==> config.mk <==
export PLATFORM = sky130hd
export DESIGN_NAME = pll_i2c_master
export DESIGN_NICKNAME = d
export VERILOG_FILES = /design/src/rtl/pll_i2c_master.sv
export SDC_FILE = /design/constraint.sdc
export NUM_CORES = 1
export LEC_CHECK = 0
export CAP_MARGIN = 30
export CORE_ASPECT_RATIO = 2
export CORE_MARGIN = 4
export CORE_UTILIZATION = 57
export CTS_CLUSTER_DIAMETER = 200
export DETAILED_ROUTE_END_ITERATION = 8
export DONT_BUFFER_PORTS = 1
export PLACE_DENSITY = 0.75
export SYNTH_ARGS = -nofsm -noshare
export SYNTH_HDL_FRONTEND = slang
export SYNTH_SLANG_ARGS = --single-unit
==> constraint.sdc <==
create_clock -name clk_cpu -period 2.2 [get_ports clk_cpu]
set_input_delay 0.33 -clock clk_cpu [delete_from_list [all_inputs] [get_ports clk_cpu]]
set_output_delay 0.33 -clock clk_cpu [all_outputs]
set_load 0.01 [all_outputs]
==> src/rtl/pll_i2c_master.sv <==
// APB-controlled I2C write engine for the two clock-generator PLL chips.
// Each go command sends START, dev+W, reg, data, STOP on the selected bus.
module pll_i2c_master #(
    parameter int unsigned CPU_FREQ  = 85_661_538,
    parameter int unsigned I2C_FREQ  = 100_000,
    parameter logic [15:0] DIV_RESET = 16'(CPU_FREQ / (4 * I2C_FREQ) - 1)
) (
    input  logic        clk_cpu,
    input  logic        reset,
    input  logic [3:0]  apb_PADDR,
    input  logic        apb_PSEL,
    input  logic        apb_PENABLE,
    output logic        apb_PREADY,
    input  logic        apb_PWRITE,
    input  logic [31:0] apb_PWDATA,
    output logic [31:0] apb_PRDATA,
    output logic        plla_scl_oe,
    output logic        plla_sda_oe,
    input  logic        plla_sda_in,
    output logic        pllb_scl_oe,
    output logic        pllb_sda_oe,
    input  logic        pllb_sda_in,
    output logic        busy
);

    typedef enum logic [2:0] {IDLE, START, BIT, ACK, STOP} state_t;

    state_t      state;
    logic [1:0]  q;
    logic [2:0]  bit_idx;
    logic [1:0]  byte_idx;
    logic [7:0]  reg_addr;
    logic [7:0]  wr_data;
    logic [6:0]  dev;
    logic        bus_sel;
    logic [15:0] div;
    logic [15:0] cnt;
    logic        nack;
    logic        done;
    logic        ack_level;
    logic        scl_low;
    logic        sda_low;
    logic [1:0]  sync_a;
    logic [1:0]  sync_b;

    logic        access;
    logic        go;
    logic        wr_div;
    logic        tick;
    logic        sda_sel;
    logic [7:0]  cur_byte;
    logic [7:0]  nxt_byte;
    logic        unused_bits;

    function automatic logic [7:0] pick_byte(input logic [1:0] idx, input logic [6:0] d,
                                             input logic [7:0] r, input logic [7:0] w);
        case (idx)
            2'd0:    return {d, 1'b0};
            2'd1:    return r;
            default: return w;
        endcase
    endfunction

    assign access   = apb_PSEL & apb_PENABLE & apb_PWRITE;
    assign go       = access & (apb_PADDR[3:2] == 2'd0) & apb_PWDATA[31] & ~busy;
    assign wr_div   = access & (apb_PADDR[3:2] == 2'd2) & ~busy;
    assign tick     = (cnt == 16'd0);
    assign sda_sel  = bus_sel ? sync_b[1] : sync_a[1];
    assign cur_byte = pick_byte(byte_idx, dev, reg_addr, wr_data);
    assign nxt_byte = pick_byte(byte_idx + 2'd1, dev, reg_addr, wr_data);

    assign apb_PREADY  = 1'b1;
    assign unused_bits = ^{apb_PADDR[1:0], apb_PWDATA[30:25], apb_PWDATA[23]};

    // bus_sel only changes at go while both line drivers are released
    assign plla_scl_oe = scl_low & ~bus_sel;
    assign plla_sda_oe = sda_low & ~bus_sel;
    assign pllb_scl_oe = scl_low & bus_sel;
    assign pllb_sda_oe = sda_low & bus_sel;

    always_comb begin
        apb_PRDATA = 32'd0;
        case (apb_PADDR[3:2])
            2'd0:    apb_PRDATA = {busy, 6'd0, bus_sel, 1'b0, dev, wr_data, reg_addr};
            2'd1:    apb_PRDATA = {29'd0, done, nack, busy};
            2'd2:    apb_PRDATA = {16'd0, div};
            default: apb_PRDATA = 32'd0;
        endcase
    end

    always_ff @(posedge clk_cpu) begin
        if (reset) begin
            sync_a <= 2'b11;
            sync_b <= 2'b11;
        end else begin
            sync_a <= {sync_a[0], plla_sda_in};
            sync_b <= {sync_b[0], pllb_sda_in};
        end
    end

    // Line drive levels are set on entry to each quarter, so they change exactly with the state
    always_ff @(posedge clk_cpu) begin
        if (reset) begin
            state     <= IDLE;
            q         <= 2'd0;
            bit_idx   <= 3'd7;
            byte_idx  <= 2'd0;
            reg_addr  <= 8'd0;
            wr_data   <= 8'd0;
            dev       <= 7'd0;
            bus_sel   <= 1'b0;
            div       <= DIV_RESET;
            cnt       <= 16'd0;
            nack      <= 1'b0;
            done      <= 1'b0;
            ack_level <= 1'b1;
            busy      <= 1'b0;
            scl_low   <= 1'b0;
            sda_low   <= 1'b0;
        end else begin
            if (wr_div)
                div <= apb_PWDATA[15:0];
            if (state == IDLE) begin
                if (go) begin
                    reg_addr <= apb_PWDATA[7:0];
                    wr_data  <= apb_PWDATA[15:8];
                    dev      <= apb_PWDATA[22:16];
                    bus_sel  <= apb_PWDATA[24];
                    nack     <= 1'b0;
                    done     <= 1'b0;
                    busy     <= 1'b1;
                    state    <= START;
                    q        <= 2'd0;
                    byte_idx <= 2'd0;
                    bit_idx  <= 3'd7;
                    cnt      <= div;
                    scl_low  <= 1'b0;
                    sda_low  <= 1'b0;
                end
            end else if (!tick) begin
                cnt <= cnt - 16'd1;
            end else begin
                cnt <= div;
                q   <= q + 2'd1;
                case (state)
                    START: begin
                        if (q == 2'd0) begin
                            sda_low <= 1'b1;
                        end else begin
                            state   <= BIT;
                            q       <= 2'd0;
                            scl_low <= 1'b1;
                            sda_low <= ~cur_byte[7];
                        end
                    end
                    BIT: begin
                        case (q)
                            2'd1: scl_low <= 1'b0;
                            2'd3: begin
                                scl_low <= 1'b1;
                                if (bit_idx == 3'd0) begin
                                    state   <= ACK;
                                    sda_low <= 1'b0;
                                end else begin
                                    bit_idx <= bit_idx - 3'd1;
                                    sda_low <= ~cur_byte[bit_idx - 3'd1];
                                end
                            end
                            default: ;
                        endcase
                    end
                    ACK: begin
                        case (q)
                            2'd1: scl_low <= 1'b0;
                            2'd2: ack_level <= sda_sel;
                            2'd3: begin
                                scl_low <= 1'b1;
                                if (ack_level || byte_idx == 2'd2) begin
                                    state   <= STOP;
                                    sda_low <= 1'b1;
                                    nack    <= ack_level;
                                end else begin
                                    state    <= BIT;
                                    byte_idx <= byte_idx + 2'd1;
                                    bit_idx  <= 3'd7;
                                    sda_low  <= ~nxt_byte[7];
                                end
                            end
                            default: ;
                        endcase
                    end
                    STOP: begin
                        case (q)
                            2'd0: scl_low <= 1'b0;
                            2'd1: sda_low <= 1'b0;
                            2'd3: begin
                                state <= IDLE;
                                busy  <= 1'b0;
                                done  <= 1'b1;
                            end
                            default: ;
                        endcase
                    end
                    default: state <= IDLE;
                endcase
            end
        end
    end

endmodule

==> metrics.cfg <==
[outcome]
status=finished, final reports clean

[floorplan]
die_y_um=128
die_w_um=68.2
core-area_um2=6990
floorplan.initialDensity_pct=59.1
dieArea_um2=8770
io_pins=81
rows=43

[finish]
fillers=587
drive_gt1_share_pct=15.4
area_growth_pct=16.6
final_common_cell=nand2_1
n_antenna_cell=0
nNetsFinal=615
final_cell_mix=nand2_1, dfxtp_1, a21oi_1, nor2_1, buf_4

[clock_network]
cts-hold-fix-buffers=0
clock_latency_ps=350
numClockSinks=76
cts_tree=done
cts_root_buffer=clkbuf_16
cts_buffers=9
path_clk_slew_ps=60
cts_max_path_buffers=2
postCtsSetupBuffers=0
h-tree-depth=3

[worst_hold_path]
hold_depth=1
hold_class=in -> reg

[synth]
ys.flop_type=dfxtp_1
syn_inst=548
netlist.top_cell.by_area=dfxtp_1
avgSynthCellArea_um2=7.55
ys_ff_latch=76
synth_edf_count=0
netlist.area_leader.share_pct=36.8
async_flop_share_pct=0
syn_area_um2=4140
synth.distinct_cells=57
ys_seq_area_share_pct=36.8
netlist_top_cells_area=dfxtp_1, nand2_1, a21oi_1, mux2i_1, nor2_1
ys_warn_count=0

[setup_path]
path_class=reg -> reg
path_depth=8
worstSetupEndpointType=flip-flop
crit_chain=inv_2, ha_1, nand2b_1, or4_4, o31ai_4, o211ai_2, or3_1, a21oi_1
r2r_cells=8
worstPathArrival_ps=2410
slowest_delay_ps=580
start_kind=flip-flop
critPathSlowestCell=or4_4
required_ps=2480
critPathBufInv=1
cp_max_fo=4
crit_family=simple AND/OR/NAND/NOR gates

[power_and_ir_drop]
p_leak_nw=1.87
pwr_density_cell_nw_per_um2=952
clkPwrFrac_pct=39.6
internal_power_mw=3.21
power_switching_mw=1.38
vdd_drop_max_uv=661
switching_share_pct=30.1
p_total_mw=4.59
combPwrFrac_pct=27.9
p_seq_share_pct=32.5

[drt]
drt_iter0_markers=369
route.antenna.remaining_nets=0
dr.pass1.iters=6
post_drt_wl_per_cell_um=18.6
drc_errors=0
routed_wl_um=12200
vias=3995
via_per_inst=6.11

[timing]
fmax_mhz=468
timing.slew.headroom_pct=57.0
period_needed_ps=2140
post-route-period-util_pct=97.0
tightest_slew_ps=645
rsz0062_at_grt=yes
hold_violations=0
fin_worst_skew_ps=6.67
setup_viol=0
slew_violations=0
setup_ws_ps=64.9

[grt]
grt_pass1_vias=3987
grt_max_degree=70
grt-ovfl-total=0
grt_pass1_wl_um=19700
antenna_found_initial=0
grt_usage_pct=29.9

[placement]
dpl_worst_slack_ps=-18.9
dp_hpwl_um=8580
gp_congestion=0.908
port_buffers=0

[flow_run]
drv_cap=0

==> stage by stage <==
step	hold slack (ps)	area, µm²	std cells	setup TNS, ps	util, %
floorplan	389	4160	554	0	-
global placement	391	4370	638	-2.45	62.5
detailed placement	394	4370	638	-26.8	62.5
CTS	50.1	4750	654	-70.7	67.9
global route	44.0	4820	654	-70.1	69.0
finish	54.5	4820	654	0	69.0
==> per-layer routing <==
layer	track usage (%)	vias to the layer above	wire (µm)
met1	34.1	1877	4380
met3	6.38	47	673
li1	-	1911	-
met4	17.2	0	690
met2	49.8	160	6450
met5	0	-	0
==> cell type report <==
| class | count | area [µm²] | share of cell area (%) |
|---|---|---|---|
| Timing Repair Buffer | 39 | 309 | 6.41 |
| Inverter | 15 | 56.3 | 1.17 |
| Clock inverter | 7 | 139 | 2.88 |
| Sequential cell | 76 | 1520 | 31.6 |
| Tap cell | 90 | 113 | 2.33 |
| Multi-Input combinational cell | 418 | 2460 | 51.0 |
| Clock buffer | 9 | 225 | 4.67 |
==> worst register-to-register path, delay by kind of cell, from the launching register on <==
kind                     cells  cell delay (ps)
AND/OR/NAND/NOR              3             1020
AO/OA/AOI/OAI                3              500
flip-flops                   1              320
adder cells (fa/ha/maj)      1              150
buffers and inverters        1               70
==> flip-flops by register name, indices dropped and copies added (netlist names), 3 cells and up <==
name and count:
bit_idx 3, div 16, state 3, wr_data 8, reg_addr 8, dev 7, cnt 16
==> final timing paths <==
| check | startpoint | end | slack [ps] |
|---|---|---|---|
| worst min-delay path | reset | bus_sel | 50 |
| worst max-delay path | cnt[0] | state[2] | 60 |
| worst min register to register | sync_a[0] | sync_a[1] | 410 |
| worst max register to register | cnt[0] | state[2] | 60 |
==> repair_timing <==
action,4_1_cts,5_1_grt
endpoints found under the setup margin,6,22
gates resized for setup,4,19
pin swaps,0,4
==> synth_stat cells, types with 3 or more instances <==
cell / instances
o21ai_0: 19
nand3_1: 10
a21oi_1: 62
a22o_1: 3
a2111oi_0: 3
buf_4: 9
nand2_1: 109
nor2_1: 47
dfxtp_1: 76
or3_1: 8
and2_1: 15
a211oi_1: 7
a31oi_1: 4
ha_1: 13
nor4_1: 6
inv_1: 14
nand4_1: 6
a221oi_1: 6
or2_2: 7
nor2b_1: 4
a22oi_1: 7
mux2i_1: 20
nand2b_1: 3
clkbuf_1: 33
nor3_1: 12
==> logic make-up (layout without fill, tap and decap cells) <==
family,count (synthesis),in the layout,share of synthesized area (%)
fa+ha+maj,13,13,3.93
flops,76,76,36.8
mux,21,21,5.11
xor+xnor,4,4,0.847
buf+inv,60,70,6.32
simple gates,241,241,27.0
compound gates,131,131,19.9
other cells,2,8,0.182
==> power groups by stage <==
stage          combinational [mW]  clock, mW  sequential [mW]
2_1_floorplan               0.773          0             1.52
3_3_place_gp                 1.12          0             1.51
3_5_place_dp                 1.14          0             1.52
4_1_cts                      1.18       1.82             1.49
5_1_grt                      1.39       1.89             1.50
6_report                     1.28       1.82             1.49
(Power assumes the default switching activity.)
